## src/rtl/spi_reg_master_pkg.sv

```systemverilog
// Shared SPI register-link definitions: command codes, payload lengths, the
// cmd -> payload-length lookup and the frame packer. Both the master and the
// receiver use this package, so the frame format is defined in one place.
//
// Contents:
//   CMD_*       4-bit register command codes
//   LEN_*       payload lengths in bits
//   cmd_len     payload length for a command code
//   frame_bits  total frame length (command nibble + payload)
//   pack_frame  left-aligned frame image, first bit to send in the MSB
//   state_e     master FSM state encoding
package spi_reg_master_pkg;

  localparam int unsigned CMD_W     = 4;
  localparam int unsigned DATA_W    = 24;
  localparam int unsigned FRAME_MAX = CMD_W + DATA_W;

  localparam logic [3:0] CMD_SELFX   = 4'd0;
  localparam logic [3:0] CMD_SELFY   = 4'd1;
  localparam logic [3:0] CMD_SELFZ   = 4'd2;
  localparam logic [3:0] CMD_OTHERXY = 4'd3;
  localparam logic [3:0] CMD_SELFW   = 4'd4;
  localparam logic [3:0] CMD_LOAD    = 4'd5;
  localparam logic [3:0] CMD_COLOR   = 4'd6;
  localparam logic [3:0] CMD_WIDE0   = 4'd7;
  localparam logic [3:0] CMD_WIDE1   = 4'd8;
  localparam logic [3:0] CMD_WIDE2   = 4'd9;
  localparam logic [3:0] CMD_WIDE3   = 4'd10;

  localparam logic [4:0] LEN_1  = 5'd1;
  localparam logic [4:0] LEN_6  = 5'd6;
  localparam logic [4:0] LEN_12 = 5'd12;
  localparam logic [4:0] LEN_16 = 5'd16;
  localparam logic [4:0] LEN_24 = 5'd24;

  typedef enum logic [2:0] {
    StIdle,
    StSetup,
    StHigh,
    StLow,
    StTail,
    StGap
  } state_e;

  // Codes 11..15 are framing-only: a single payload bit (data[0]) follows.
  function automatic logic [4:0] cmd_len(input logic [3:0] c);
    logic [4:0] len;
    case (c)
      CMD_SELFX, CMD_SELFY, CMD_SELFZ, CMD_SELFW:     len = LEN_6;
      CMD_OTHERXY:                                    len = LEN_12;
      CMD_LOAD:                                       len = LEN_1;
      CMD_COLOR:                                      len = LEN_16;
      CMD_WIDE0, CMD_WIDE1, CMD_WIDE2, CMD_WIDE3:     len = LEN_24;
      default:                                        len = LEN_1;
    endcase
    return len;
  endfunction

  function automatic logic [4:0] frame_bits(input logic [3:0] c);
    return 5'(CMD_W) + cmd_len(c);
  endfunction

  // Payload is right-aligned on input; only data[len-1:0] is kept and moved up
  // to sit directly below the command nibble.
  function automatic logic [FRAME_MAX-1:0] pack_frame(input logic [3:0]  c,
                                                      input logic [23:0] d);
    logic [4:0]  len;
    logic [23:0] mask;
    logic [23:0] body;
    len  = cmd_len(c);
    mask = (24'd1 << len) - 24'd1;
    body = (d & mask) << (5'd24 - len);
    return {c, body};
  endfunction

endpackage

```

## src/rtl/spi_reg_master.sv

```systemverilog
// SPI mode-0 register-write master. Accepts a 4-bit command plus right-aligned
// payload, and shifts out cmd[3:0] then data[LEN-1:0] MSB first, with a trailing
// half-period before SS_N rises and an enforced inter-frame gap.
//
// Parameters:
//   CLK_DIV     clk cycles per SCLK half-period (3..255)
//   GAP_CYCLES  clk cycles SS_N stays high between frames (3..255)
// Ports:
//   clk, reset            clock, synchronous active-high reset
//   cmd_valid/cmd_ready   command handshake; cmd/data captured on acceptance
//   cmd, data             command code and right-aligned payload
//   busy                  high whenever the FSM is not idle
//   done                  one-cycle pulse on the first cycle after the gap
//   o_sclk/o_ss_n/o_mosi  SPI outputs
// Build option:
//   SPI_REG_MASTER_PENDING_EN  adds a one-entry command slot so a new command can
//                              be accepted while a frame is in flight.
module spi_reg_master
  import spi_reg_master_pkg::*;
#(
  parameter int unsigned CLK_DIV    = 4,
  parameter int unsigned GAP_CYCLES = 4
) (
  input  logic        clk,
  input  logic        reset,
  input  logic        cmd_valid,
  output logic        cmd_ready,
  input  logic [3:0]  cmd,
  input  logic [23:0] data,
  output logic        busy,
  output logic        done,
  output logic        o_sclk,
  output logic        o_ss_n,
  output logic        o_mosi
);

  localparam logic [7:0] DivReload = 8'(CLK_DIV - 1);
  localparam logic [7:0] GapReload = 8'(GAP_CYCLES - 1);

  state_e                state_q, state_d;
  logic [7:0]            phase_q, phase_d;
  // Bits still to send after the one currently on MOSI.
  logic [4:0]            bits_q, bits_d;
  logic [FRAME_MAX-1:0]  shift_q, shift_d;
  logic                  done_q, done_d;

  logic                  accept;
  logic                  phase_end;
  logic                  launch;
  logic [3:0]            launch_cmd;
  logic [23:0]           launch_data;

`ifdef SPI_REG_MASTER_PENDING_EN
  logic                  slot_full_q, slot_full_d;
  logic [3:0]            slot_cmd_q, slot_cmd_d;
  logic [23:0]           slot_data_q, slot_data_d;

  assign cmd_ready = (state_q == StIdle) || !slot_full_q;
`else
  assign cmd_ready = (state_q == StIdle);
`endif

  assign accept    = cmd_valid && cmd_ready;
  assign phase_end = (phase_q == 8'd0);

  always_comb begin
    state_d     = state_q;
    phase_d     = phase_q;
    bits_d      = bits_q;
    shift_d     = shift_q;
    done_d      = 1'b0;
    launch      = 1'b0;
    launch_cmd  = cmd;
    launch_data = data;
`ifdef SPI_REG_MASTER_PENDING_EN
    slot_full_d = slot_full_q;
    slot_cmd_d  = slot_cmd_q;
    slot_data_d = slot_data_q;
`endif

    unique case (state_q)
      StIdle: begin
        if (accept) launch = 1'b1;
      end
      StSetup: begin
        if (phase_end) begin
          state_d = StHigh;
          phase_d = DivReload;
        end else begin
          phase_d = phase_q - 8'd1;
        end
      end
      StHigh: begin
        if (phase_end) begin
          phase_d = DivReload;
          if (bits_q == 5'd0) begin
            // Last bit: hold MOSI through a trailing low half-period.
            state_d = StTail;
          end else begin
            state_d = StLow;
            bits_d  = bits_q - 5'd1;
            shift_d = shift_q << 1;
          end
        end else begin
          phase_d = phase_q - 8'd1;
        end
      end
      StLow: begin
        if (phase_end) begin
          state_d = StHigh;
          phase_d = DivReload;
        end else begin
          phase_d = phase_q - 8'd1;
        end
      end
      StTail: begin
        if (phase_end) begin
          state_d = StGap;
          phase_d = GapReload;
        end else begin
          phase_d = phase_q - 8'd1;
        end
      end
      StGap: begin
        if (phase_end) begin
          done_d  = 1'b1;
          state_d = StIdle;
`ifdef SPI_REG_MASTER_PENDING_EN
          if (slot_full_q) begin
            launch      = 1'b1;
            launch_cmd  = slot_cmd_q;
            launch_data = slot_data_q;
            slot_full_d = 1'b0;
          end else if (accept) begin
            // Empty slot and a command arriving right now: start it directly.
            launch = 1'b1;
          end
`endif
        end else begin
          phase_d = phase_q - 8'd1;
        end
      end
      default: state_d = StIdle;
    endcase

    if (launch) begin
      state_d = StSetup;
      phase_d = DivReload;
      shift_d = pack_frame(launch_cmd, launch_data);
      bits_d  = frame_bits(launch_cmd) - 5'd1;
    end

`ifdef SPI_REG_MASTER_PENDING_EN
    // An accepted command that did not launch must have arrived while busy.
    if (accept && !launch) begin
      slot_full_d = 1'b1;
      slot_cmd_d  = cmd;
      slot_data_d = data;
    end
`endif
  end

  always_ff @(posedge clk) begin
    if (reset) begin
      state_q <= StIdle;
      phase_q <= 8'd0;
      bits_q  <= 5'd0;
      shift_q <= '0;
      done_q  <= 1'b0;
    end else begin
      state_q <= state_d;
      phase_q <= phase_d;
      bits_q  <= bits_d;
      shift_q <= shift_d;
      done_q  <= done_d;
    end
  end

`ifdef SPI_REG_MASTER_PENDING_EN
  always_ff @(posedge clk) begin
    if (reset) begin
      slot_full_q <= 1'b0;
      slot_cmd_q  <= 4'd0;
      slot_data_q <= 24'd0;
    end else begin
      slot_full_q <= slot_full_d;
      slot_cmd_q  <= slot_cmd_d;
      slot_data_q <= slot_data_d;
    end
  end
`endif

  logic in_frame;
  assign in_frame = (state_q == StSetup) || (state_q == StHigh) ||
                    (state_q == StLow)   || (state_q == StTail);

  assign o_ss_n = !in_frame;
  assign o_sclk = (state_q == StHigh);
  assign o_mosi = in_frame ? shift_q[FRAME_MAX-1] : 1'b0;
  assign busy   = (state_q != StIdle);
  assign done   = done_q;

endmodule

```

## config.mk

```make
export PLATFORM = sky130hd
export DESIGN_NAME = spi_reg_master
export DESIGN_NICKNAME = d
export VERILOG_FILES = /design/src/rtl/spi_reg_master_pkg.sv /design/src/rtl/spi_reg_master.sv
export SDC_FILE = /design/constraint.sdc
export NUM_CORES = 1
export LEC_CHECK = 0
export ABC_AREA = 1
export CORE_MARGIN = 2
export CORE_UTILIZATION = 39
export DETAILED_ROUTE_END_ITERATION = 6
export PLACE_DENSITY_LB_ADDON = 0.08
export SYNTH_ARGS = -nofsm -noshare
export SYNTH_HDL_FRONTEND = slang
export SYNTH_SLANG_ARGS = --single-unit
```

## constraint.sdc

```tcl
create_clock -name clk -period 4.29 [get_ports clk]
set_clock_uncertainty 0.2 [all_clocks]
set_input_delay 0.429 -clock clk [delete_from_list [all_inputs] [get_ports clk]]
set_output_delay 0.429 -clock clk [all_outputs]
set_load 0.005 [all_outputs]
```

# Yosys cells after proc, flatten, opt, wreduce, memory -nomap -nowiden
# Memories as Yosys holds them, arrays and structs flattened.
# Cells that the tools add are included.
# word_totals
rom_bits	160
in_bits	31
regBits	45
word_cells	84
mem_count	2
# mem_list
name	words	word_bits	rd	rd_clocked_by_memory_dff	wr	line_no	text
(name not given)	16	5	1	0	0	spi_reg_master_pkg.sv:48	case (c)
(name not given)	16	5	1	0	0	spi_reg_master_pkg.sv:48	
# classes
shifts	2
mux	25
n_eq_ne	17
reduce_logical	22
addsub	6
bitwise_logic	3
# op_table
operator	n
$mux 28	4
$mux 5	6
$and 24x24->24	1
$shl 1x5->24 const A	1
$shl 24x5->24	1
$sub 24x1->24 const B	1
$mux 8	2
$pmux 8 s2	1
$mux 3	5
$pmux 3 s5	1
$reduce_and 5->1	2
$sub 5x1->5 const B	2
$ne 3x3->1 const B	3
$logic_not 8->1	1
$ne 2x2->1 const B	4
$sub 8x1->8 const B	1
$eq 3x2->1 const B	2
$eq 3x3->1 const B	2
$ne 2x1->1 const B	3
$ne 3x1->1 const B	2
$reduce_bool 2->1	3
$reduce_bool 3->1	2
$reduce_or 2->1	3
$add 3x5->5 const A	1
other kinds (13)	21

# Longest topological paths before layout
# Gate-level depths: netlist of run 1.
# depth
word_depth	10
depth_mapped	25

# Worst setup path after synthesis of run 1
# OpenSTA, ideal clock, no wires.
# synth_path
path_kind	input -> register
startpoint	input port cmd[0]
endpoint	register shift_q[22]
path_stages	20
setup_ns	0.070
n_path_buf	2
arrival_time_ns	2.984
path_slack_ns	1.037
required_time_ns	4.020
cell_sequence	nand2_1 nand2_1 nand2_1 clkbuf_1 ha_1 clkbuf_1 inv_1 a21oi_1 nand3_2 nand3_2 or2_1 nand3_1 nand2_1 o21ai_1 or2_1 nand3_2 nand3_2 a21oi_2 nand2_1 a21oi_1
# synth_between
elab_chain_cells	7
elab_cells_between_ends	8
cone_classes	add/sub (2); shift (2); mux (2); bitwise (1); memory (1)
# synth_rtl
item	line_no	text
from (decl)	spi_reg_master.sv:28	input logic [3:0] cmd,
$mem_v2 16x5 (*)	n/a	
$mux 5 (*)	spi_reg_master.sv:146	if (launch) begin
$shl 1x5->24	spi_reg_master_pkg.sv:71	mask = (24'd1 << len) - 24'd1;
$sub 24x1->24	spi_reg_master_pkg.sv:71	
$and 24x24->24	spi_reg_master_pkg.sv:72	body = (d & mask) << (5'd24 - len);
$shl 24x5->24 (*)	spi_reg_master_pkg.sv:72	
$mux 28 (*)	spi_reg_master.sv:146	
to (signal assigned)	spi_reg_master.sv:174	shift_q <= shift_d;
to (decl)	spi_reg_master.sv:44	logic [FRAME_MAX-1:0] shift_q, shift_d;
# Every way passes the cells marked *; elsewhere a longest branch is shown, timed or not. The select of a mux whose other input is x is not followed.
# A chain may end at the register's enable or synchronous reset.

# Worst setup path after layout of run 1
# layout_path
startpoint	input port cmd[0]
endpoint	register shift_q[21]
# Same word-level chain as after synthesis.

==> results.ini, run 1 <==
[final_layout]
antenna_cells=0
area_delta_synth_final_pct=15.0
fillers=1118
final_cell_area_um2=4780
finalNetCount=770
drive_above_1_share=0.0795

[critical_path]
r2r_cells=12
crit_required_ns=4.31
rr_startpoint=phase_q[0]
crit_fanout=9
reg2reg_to=shift_q[23]
cp-start-kind=input pin
crit_path_end_kind=flip-flop
rrSetupSlack_ns=1.36
arrival_ns=3.81
crit_type=input pin to flip-flop

[power_and_ir_drop]
swShare=0.403
p_total_mw=1.56
p_leak_nw=2.17
seqPwrFrac=0.306
p_switching_mw=0.628
pwr_density_cell_nw_per_um2=326
combPwrFrac=0.449
p_clk_frac=0.244
peakVddDrop_mv=0.172
internal-power_mw=0.930

[yosys]
synthXorXnorAreaFrac=0.0148
synth.distinct_cells=43
synth_common_cells=nand2_1 (170), nand3_1 (126), o21ai_0 (60)
synth_most_common_cell=nand2_1
synth_area_leaders=dfxtp_1 (22%), nand2_1 (15%), nand3_1 (15%), o21ai_0 (7.2%), a21oi_1 (5.7%)
synth_flop_cell=dfxtp_1
netlist_area_um2=4150
yosysWarnings=0
synth_seq_cells=45
synthAdderAreaFrac=0.0301
muxShareOfSynthArea=0
syn-instance-count=706
synth_edf_count=0
yosysSeqAreaShare=0.217
synth_top_cell_area_share=0.217
synth_top_family_by_area=simple AND/OR/NAND/NOR gates
async_reset_ff_frac=0
synth_area_per_cell_um2=5.88
synth_area_leader_cell=dfxtp_1
synth_compound_area_frac=0.193
synth-simple-area-share=0.453
syn-num-nets=747

[floorplanning]
fp.dieArea_um2=11500
rows=37
start_util=0.402
die_h_um=107
core_um2=10300
ios=37
die_w_um=107

[clocking]
cts_max_level=2
post_cts_buffers=0
root_buffer=clkbuf_8
clock_sinks=45
hold_buffers=0
cts.path.max_buffers=2
worstSkewPairLatency_ns=0.30
path_clk_slew_ns=0.08
cts_tree=yes
cts_resized=0
cts_buffers=5

[global_routing]
grt_pass1_wl_um=21700
overflow=0
antenna_found_initial=0
grt_usage=0.234
grt_pass1_vias=4324
grt_max_degree=40

[sta]
final-max-slew-violation-count=0
setup_tns_ns=0
relSlewSlack=0.343
hold_viol=0
finalCritPeriodShare=0.884
hold_ws_ns=0.253
setup_viol=0
fmax_mhz=264
rsz0062_at_grt=false
worst_pin_slew_ns=0.985
finalCriticalPeriod_ns=3.79

[worst_hold_path]
hold-path-cell-count=1
holdPathEnd=phase_q[5]
min_from=phase_q[5]
hp-class=flip-flop to flip-flop

[placement]
placed_cell_area_um2=4640
routabilityCongestion=0.952
portBuffers=36
dpl.hpwl_um=10100

[detailed_routing]
post_drt_wl_per_cell_um=15.2
vias=4742
first_pass_iters=5
via_per_inst=5.48
wl_um=13100
ant_nets=0
post-route-drc-count=0
drt_iter0_drc=396

[outcome]
status=finished, final reports clean

[flow_run]
cap_viol_max_count=0

==> power groups by stage <==
| stage | Sequential [mW] | Clock [mW] | Combinational, mW |
|---|---|---|---|
| floorplan | 0.481 | 0 | 0.508 |
| global placement | 0.486 | 0 | 0.691 |
| detailed placement | 0.487 | 0 | 0.692 |
| CTS | 0.477 | 0.388 | 0.695 |
| global route | 0.483 | 0.405 | 0.794 |
| finish | 0.477 | 0.381 | 0.700 |
==> worst max path at each step <==
stage            from           to  slack [ns]
3_5_place_dp   cmd[1]  shift_q[21]        0.24
4_1_cts        cmd[1]  shift_q[21]        0.53
6_report       cmd[0]  shift_q[21]        0.50
2_1_floorplan  cmd[0]  shift_q[22]        1.04
5_1_grt        cmd[1]  shift_q[20]        0.08
3_3_place_gp   cmd[1]  shift_q[21]        0.29
==> metrics by stage <==
stage / instances / utilization / worst slack [ns]
finish: 866 / 0.463 / 0.498
global route: 866 / 0.463 / 0.0843
CTS: 866 / 0.463 / 0.533
detailed placement: 858 / 0.450 / 0.235
global placement: 858 / 0.450 / 0.292
floorplan: 706 / - / 1.04
==> area by class of cell <==
cell class | count | area, um2 | area share
multi-input cells | 563 | 2870 | 0.600
repair buffers | 49 | 458 | 0.0958
well taps | 136 | 170 | 0.0356
inverters | 65 | 246 | 0.0516
flip-flops and latches | 45 | 901 | 0.189
clock inverters | 3 | 65.1 | 0.0136
clock buffers | 5 | 68.8 | 0.0144
==> cells by family (layout without fill, tap and decap cells) <==
family | count (synthesis) | after routing
xor+xnor | 7 | 7
flops | 45 | 45
fa+ha+maj | 10 | 10
buf+inv | 98 | 122
compound gates | 141 | 141
simple gates | 405 | 405
==> registers in the layout (all words and copies together) (netlist names) <==
signal and flops:
bits_q 5, shift_q 28, state_q 3, done 1
phase_q 8
==> layout by cell type (no fill, tap or decap), types with 8 or more instances in the layout <==
cell	count
a21oi_1	47
buf_4	13
clkdlybuf4s50_1	36
dfxtp_1	45
ha_1	10
inv_1	56
nand2_1	170
nand3_1	126
nand4_1	23
nor2_1	46
nor3_1	8
o211ai_1	8
o21ai_0	60
o21ai_1	8
==> worst max-delay path: stages <==
cell and delay, ns:
clkdlybuf4s50_1 0.48, inv_1 0.12, nand2_1 0.09, nand2_1 0.12
nand2_2 0.07, nor2_1 0.20, inv_1 0.12, ha_1 0.23
ha_1 0.22, nand4_1 0.21, nand2_1 0.10, inv_1 0.08
nand2_1 0.09, nor2_4 0.22, nand3_1 0.10, nand2_1 0.13
nand3_1 0.10, nand3_1 0.13, nand3_1 0.09, nand3_1 0.11
nand3_1 0.09, nand2_1 0.08, nand2_1 0.06, a21oi_1 0.11
==> metal layers <==
| layer | part of all wire | routed length [um] | track usage | vias up |
|---|---|---|---|---|
| li1 | - | - | - | 2443 |
| met1 | 0.52 | 6840 | 0.357 | 2170 |
| met2 | 0.42 | 5550 | 0.351 | 123 |
| met3 | 0.054 | 713 | 0.0413 | 6 |
| met4 | 0.0039 | 51 | 0.0241 | 0 |
| met5 | 0 | 0 | 0 | - |
No activity file was read; power rests on OpenSTA's default activity.
==> inputs of run 2 (changes only) <==
--- a/config.mk
+++ b/config.mk
@@ -6,10 +6,10 @@
 export NUM_CORES = 1
 export LEC_CHECK = 0
 export ABC_AREA = 1
-export CORE_MARGIN = 2
 export CORE_UTILIZATION = 39
 export DETAILED_ROUTE_END_ITERATION = 6
 export PLACE_DENSITY_LB_ADDON = 0.08
+export SKIP_LAST_GASP = 1
 export SYNTH_ARGS = -nofsm -noshare
 export SYNTH_HDL_FRONTEND = slang
 export SYNTH_SLANG_ARGS = --single-unit
==> results.ini, run 2 (synthesis gave the netlist of run 1 again) <==
[detailed_routing]
first_pass_iters=5  ; unchanged
post_drt_wl_per_cell_um=14.7  ; -3.0%
wl_um=12700  ; -3.0%
vias=4735  ; -0.15%
drt_iter0_drc=300  ; -24%
post-route-drc-count=0  ; unchanged
via_per_inst=5.47  ; -0.15%
ant_nets=0  ; unchanged

[critical_path]
path_cells=clkdlybuf4s50_1, inv_1, nand2_1, nand2_1, nand2_2, nor2_1, inv_1, ha_1, ha_1, nand4_1, nand2_1, inv_1, nand2_1, nor2_4, nand3_1, nand2_1, nand3_1, nand3_1, nand3_1, nand3_1, nand3_1, nand2_1, nand2_1, a21oi_1
critPathTopFamily=simple AND/OR/NAND/NOR gates
reg2reg_to=shift_q[23]
crit_path_start=cmd[1]
crit_path_end_kind=flip-flop
worst-path-stages=24  ; unchanged
slowest_delay_ns=0.49  ; about the same
crit_slowest_cell=clkdlybuf4s50_1
crit_fanout=9  ; unchanged
rr_startpoint=phase_q[0]
r2r_cells=12  ; unchanged
crit_required_ns=4.31  ; about the same
critical_path.n_buffers_inverters=4  ; unchanged
crit_type=input pin to flip-flop
arrival_ns=3.83  ; +0.02 ns
endpoint=shift_q[21]
cp-start-kind=input pin
rrSetupSlack_ns=1.40  ; +0.04 ns
cp_common_cell=nand2_1

[floorplanning]
fp.dieArea_um2=11100  ; -3.7%
die_h_um=105  ; -1.9%
core_um2=10300  ; unchanged
start_util=0.402  ; unchanged
ios=37  ; unchanged
die_w_um=105  ; -1.9%
rows=37  ; unchanged

[worst_hold_path]
hold-path-cell-count=1  ; unchanged
hp-class=flip-flop to flip-flop

[placement]
dp_slack_ns=0.209  ; -0.0264 ns
portBuffers=36  ; unchanged
dp.cells=858  ; unchanged
routabilityCongestion=0.924  ; -2.9%
placed_cell_area_um2=4640  ; unchanged
dpl.hpwl_um=9750  ; -3.8%

[final_layout]
layout_common_cells=nand2_1 (170), nand3_1 (126), o21ai_0 (60)
largest_reg_flops=28  ; unchanged
drive_above_1_share=0.0781  ; -0.00137
ff_latch_area_um2=901  ; unchanged
final_cell_area_um2=4760  ; -0.37%
multiInputGateArea_um2=2870  ; unchanged
antenna_cells=0  ; unchanged
reg_top3=shift_q (28), phase_q (8), bits_q (5)
finalNetCount=770  ; unchanged
final_common_cell=nand2_1
fin_cells=866  ; unchanged
area_delta_synth_final_pct=14.6
top_register=shift_q
fillers=1094  ; -2.1%

[clocking]
root_buffer=clkbuf_8
clock_sinks=45  ; unchanged
cts.path.max_buffers=2  ; unchanged
hold_buffers=0  ; unchanged
cts_buffers=5  ; unchanged
path_clk_slew_ns=0.08  ; about the same
worstSkewPairLatency_ns=0.30  ; about the same
post_cts_buffers=0  ; unchanged
cts_max_level=2  ; unchanged
cts_tree=yes
cts_resized=0  ; unchanged

[sta]
finalCriticalPeriod_ns=3.81  ; +0.0175 ns
worst_pin_slew_ns=0.938  ; -0.0472 ns
finalCritPeriodShare=0.888  ; +0.00407
rsz0062_at_grt=false
fin_ws_ns=0.481  ; -0.0175 ns
setup_viol=0  ; unchanged
fmax_mhz=263  ; -0.46%
relSlewSlack=0.374  ; +0.0315
final-max-slew-violation-count=0  ; unchanged
setup_tns_ns=0  ; unchanged
hold_viol=0  ; unchanged

[global_routing]
grt_max_degree=40  ; unchanged
antenna_found_initial=0  ; unchanged
overflow=0  ; unchanged
grt_pass1_wl_um=20900  ; -3.8%
grt_usage=0.232  ; -0.00175
grt_pass1_vias=4232  ; -2.1%

[power_and_ir_drop]
p_leak_nw=2.16  ; -0.43%
pwr_density_cell_nw_per_um2=317  ; -2.9%
peakVddDrop_mv=0.155  ; -10%

[outcome]
status=finished, final reports clean

[flow_run]
cap_viol_max_count=0  ; unchanged

-- run 2: cell count changes in the layout (fill, tap and decap cells not counted), sizes merged --
cell    delta
bufinv     -1
clkbuf     +2
clkinv     -1
-- run 2: worst min path at each step --
stage	from	end	slack [ns]
2_1_floorplan	phase_q[5]	phase_q[5]	0.22
3_3_place_gp	phase_q[5]	phase_q[5]	0.24
3_5_place_dp	phase_q[5]	phase_q[5]	0.25
4_1_cts	phase_q[5]	phase_q[5]	0.26
5_1_grt	shift_q[21]	shift_q[21]	0.29
6_report	phase_q[5]	phase_q[5]	0.26
-- run 2: power by group --
group	switching, mW	internal [mW]	total (mW)
Clock	0.144	0.190	0.334
Sequential	0.0198	0.457	0.477
Combinational	0.455	0.241	0.696
-- run 2: layout make-up --
type / instances / area share
tap: 136 / 0.0357
inverter: 65 / 0.0518
clock buffer: 7 / 0.0181
timing repair buffer: 49 / 0.0962
sequential: 45 / 0.189
multi-input combinational: 563 / 0.603
clock inverter: 1 / 0.00631
-- run 2: per-layer routing --
| metal | global-route usage | part of all wire | routed length, um | up-vias |
|---|---|---|---|---|
| met5 | 0 | 0 | 0 | - |
| met4 | 0.0342 | 0.0067 | 85 | 0 |
| met2 | 0.352 | 0.42 | 5350 | 141 |
| met1 | 0.353 | 0.51 | 6560 | 2140 |
| met3 | 0.0274 | 0.059 | 757 | 8 |
| li1 | - | - | - | 2446 |
-- run 2: worst register-to-register path, delay by kind of cell, from the launching register on --
kind	cells	cell delay (ns)
and+or+nand+nor	5	0.64
DFF	1	0.32
buffers and inverters	4	1.15
adders and majority gates	1	0.17
AOI/OAI and AO/OA	2	0.34
-- run 2: stage by stage --
step / hold WS, ns / total power [mW] / utilization
2_1_floorplan: 0.222 / 0.989 / -
4_1_cts: 0.263 / 1.51 / 0.461
5_1_grt: 0.291 / 1.63 / 0.461
3_5_place_dp: 0.250 / 1.17 / 0.450
3_3_place_gp: 0.237 / 1.17 / 0.450
6_report: 0.256 / 1.51 / 0.461
==> inputs of run 3 (changes only) <==
--- a/config.mk
+++ b/config.mk
@@ -7,7 +7,9 @@
 export LEC_CHECK = 0
 export ABC_AREA = 1
 export CORE_UTILIZATION = 39
+export CTS_CLUSTER_DIAMETER = 80
 export DETAILED_ROUTE_END_ITERATION = 6
+export DONT_BUFFER_PORTS = 1
 export PLACE_DENSITY_LB_ADDON = 0.08
 export SKIP_LAST_GASP = 1
 export SYNTH_ARGS = -nofsm -noshare
==> results.ini, run 3 (synthesis gave the netlist of run 1 again) <==
[critical_path]
cp-start-kind=input pin
slowest_delay_ns=0.25  ; -0.24 ns
path_cells=inv_1, nand2_1, nand2_1, nand2_2, nor2_1, inv_1, ha_1, ha_1, nand4_1, nand2_1, inv_1, nand2_1, nor2_4, nand2_1, nand2_1, nand2_1, nand3_1, nand3_1, nand3_1, nand3_1, nand3_1, nand2_1, nand2_1, a21oi_1
crit_type=input pin to flip-flop
r2r_cells=12  ; unchanged
cp_common_cell=nand2_1
rrSetupSlack_ns=1.38  ; -0.02 ns
crit_slowest_cell=nor2_1
worst-path-stages=24  ; unchanged
crit_path_end_kind=flip-flop
critical_path.n_buffers_inverters=3  ; -1
crit_fanout=9  ; unchanged
arrival_ns=3.55  ; -0.28 ns
crit_required_ns=4.26  ; -0.05 ns
critPathTopFamily=simple AND/OR/NAND/NOR gates

[detailed_routing]
post_drt_wl_per_cell_um=15.5  ; +5.4%
first_pass_iters=5  ; unchanged
via_per_inst=5.71  ; +4.5%
vias=4729  ; -0.13%
drt_iter0_drc=382  ; +27%
ant_nets=0  ; unchanged
wl_um=12900  ; +0.80%
post-route-drc-count=0  ; unchanged

[power_and_ir_drop]
peakVddDrop_mv=0.152  ; -1.7%
p_total_mw=1.47  ; -2.2%
p_leak_nw=2.01  ; -7.0%
pwr_density_cell_nw_per_um2=336  ; +6.1%

[clocking]
path_clk_slew_ns=0.09  ; about the same
root_buffer=clkbuf_8
cts.path.max_buffers=2  ; unchanged
cts_tree=yes
cts_resized=0  ; unchanged
worstSkewPairLatency_ns=0.29  ; about the same
cts_max_level=2  ; unchanged
clock_sinks=45  ; unchanged
cts_buffers=5  ; unchanged

[placement]
dp_slack_ns=0.511  ; +0.302 ns
routabilityCongestion=0.911  ; -1.5%
dpl.hpwl_um=9790  ; +0.41%
portBuffers=0  ; -100%

[global_routing]
grt_pass1_vias=4262  ; +0.71%
grt_max_degree=40  ; unchanged
grt_usage=0.232  ; about the same
grt_pass1_wl_um=20900  ; +0.17%
overflow=0  ; unchanged
antenna_found_initial=0  ; unchanged

[sta]
fmax_mhz=279  ; +6.4%
worst_pin_slew_ns=0.982  ; +0.0441 ns
setup_tns_ns=0  ; unchanged
finalCriticalPeriod_ns=3.58  ; -0.228 ns
hold_viol=0  ; unchanged
final-max-slew-violation-count=0  ; unchanged
rsz0062_at_grt=false
finalCritPeriodShare=0.835  ; -0.0530
fin_ws_ns=0.708  ; +0.228 ns
setup_viol=0  ; unchanged
relSlewSlack=0.345  ; -0.0294

[final_layout]
top_register=shift_q
finalNetCount=732  ; -4.9%
layout_common_cells=nand2_1 (170), nand3_1 (126), o21ai_0 (60)
largest_reg_flops=28  ; unchanged
antenna_cells=0  ; unchanged
area_delta_synth_final_pct=5.69
final_common_cell=nand2_1
reg_top3=shift_q (28), phase_q (8), bits_q (5)
drive_above_1_share=0.0766  ; -0.00149

[floorplanning]
rows=37  ; unchanged
ios=37  ; unchanged
core_um2=10300  ; unchanged
die_h_um=105  ; unchanged
fp.dieArea_um2=11100  ; unchanged
die_w_um=105  ; unchanged
start_util=0.402  ; unchanged

[outcome]
status=finished, final reports clean

[flow_run]
cap_viol_max_count=0  ; unchanged

[worst_hold_path]
hp-class=input pin to flip-flop
hold-path-cell-count=2  ; +1

==> run 3: cell types whose count changed in the layout (fill, tap and decap cells not counted) <==
cell / change
buf_4: -4
clkdlybuf4s50_1: -36
dlygate4sd3_1: +2
==> run 3: path summary, 6_finish.rpt <==
path | from | end
worst min-delay path | cmd[3] | shift_q[27]
worst max-delay path | cmd[0] | shift_q[23]
worst max register to register | phase_q[0] | shift_q[23]
worst min register to register | phase_q[5] | phase_q[5]
==> run 3: through the flow <==
stage	hold WS, ns	util	cells	cell area [um2]
after floorplan	0.222	-	706	4150
after global placement	0.239	0.412	818	4250
after detailed placement	0.243	0.412	818	4250
after CTS	0.0917	0.425	828	4390
after global routing	0.104	0.425	828	4390
final	0.0949	0.425	828	4390
==> run 3: area by class of cell <==
type / count / area, um2
Fill cell: 1150 / 5930
Multi-Input combinational cell: 563 / 2870
Sequential cell: 45 / 901
Inverter: 65 / 246
Tap cell: 136 / 170
Timing Repair Buffer: 11 / 87.6
Clock buffer: 7 / 86.3
Clock inverter: 1 / 30.0
==> run 3: timing repair <==
action	in CTS	in global routing
setup buffers	0	0
hold buffers	2	0
endpoints found under the hold margin	10	0
==> run 3: per-layer routing <==
layer / GRT usage / up-vias / routed length [um] / share of wire
met5: 0 / - / 0 / 0
met4: 0.0503 / 0 / 198 / 0.015
met3: 0.0331 / 16 / 793 / 0.062
met2: 0.352 / 151 / 5480 / 0.43
met1: 0.344 / 2186 / 6380 / 0.50
li1: - / 2376 / - / -
==> run 3: power by group <==
group | switching [mW] | leakage (nW) | internal, mW
Clock | 0.144 | 0.0585 | 0.190
Sequential | 0.0207 | 0.370 | 0.457
Combinational | 0.452 | 1.58 | 0.210
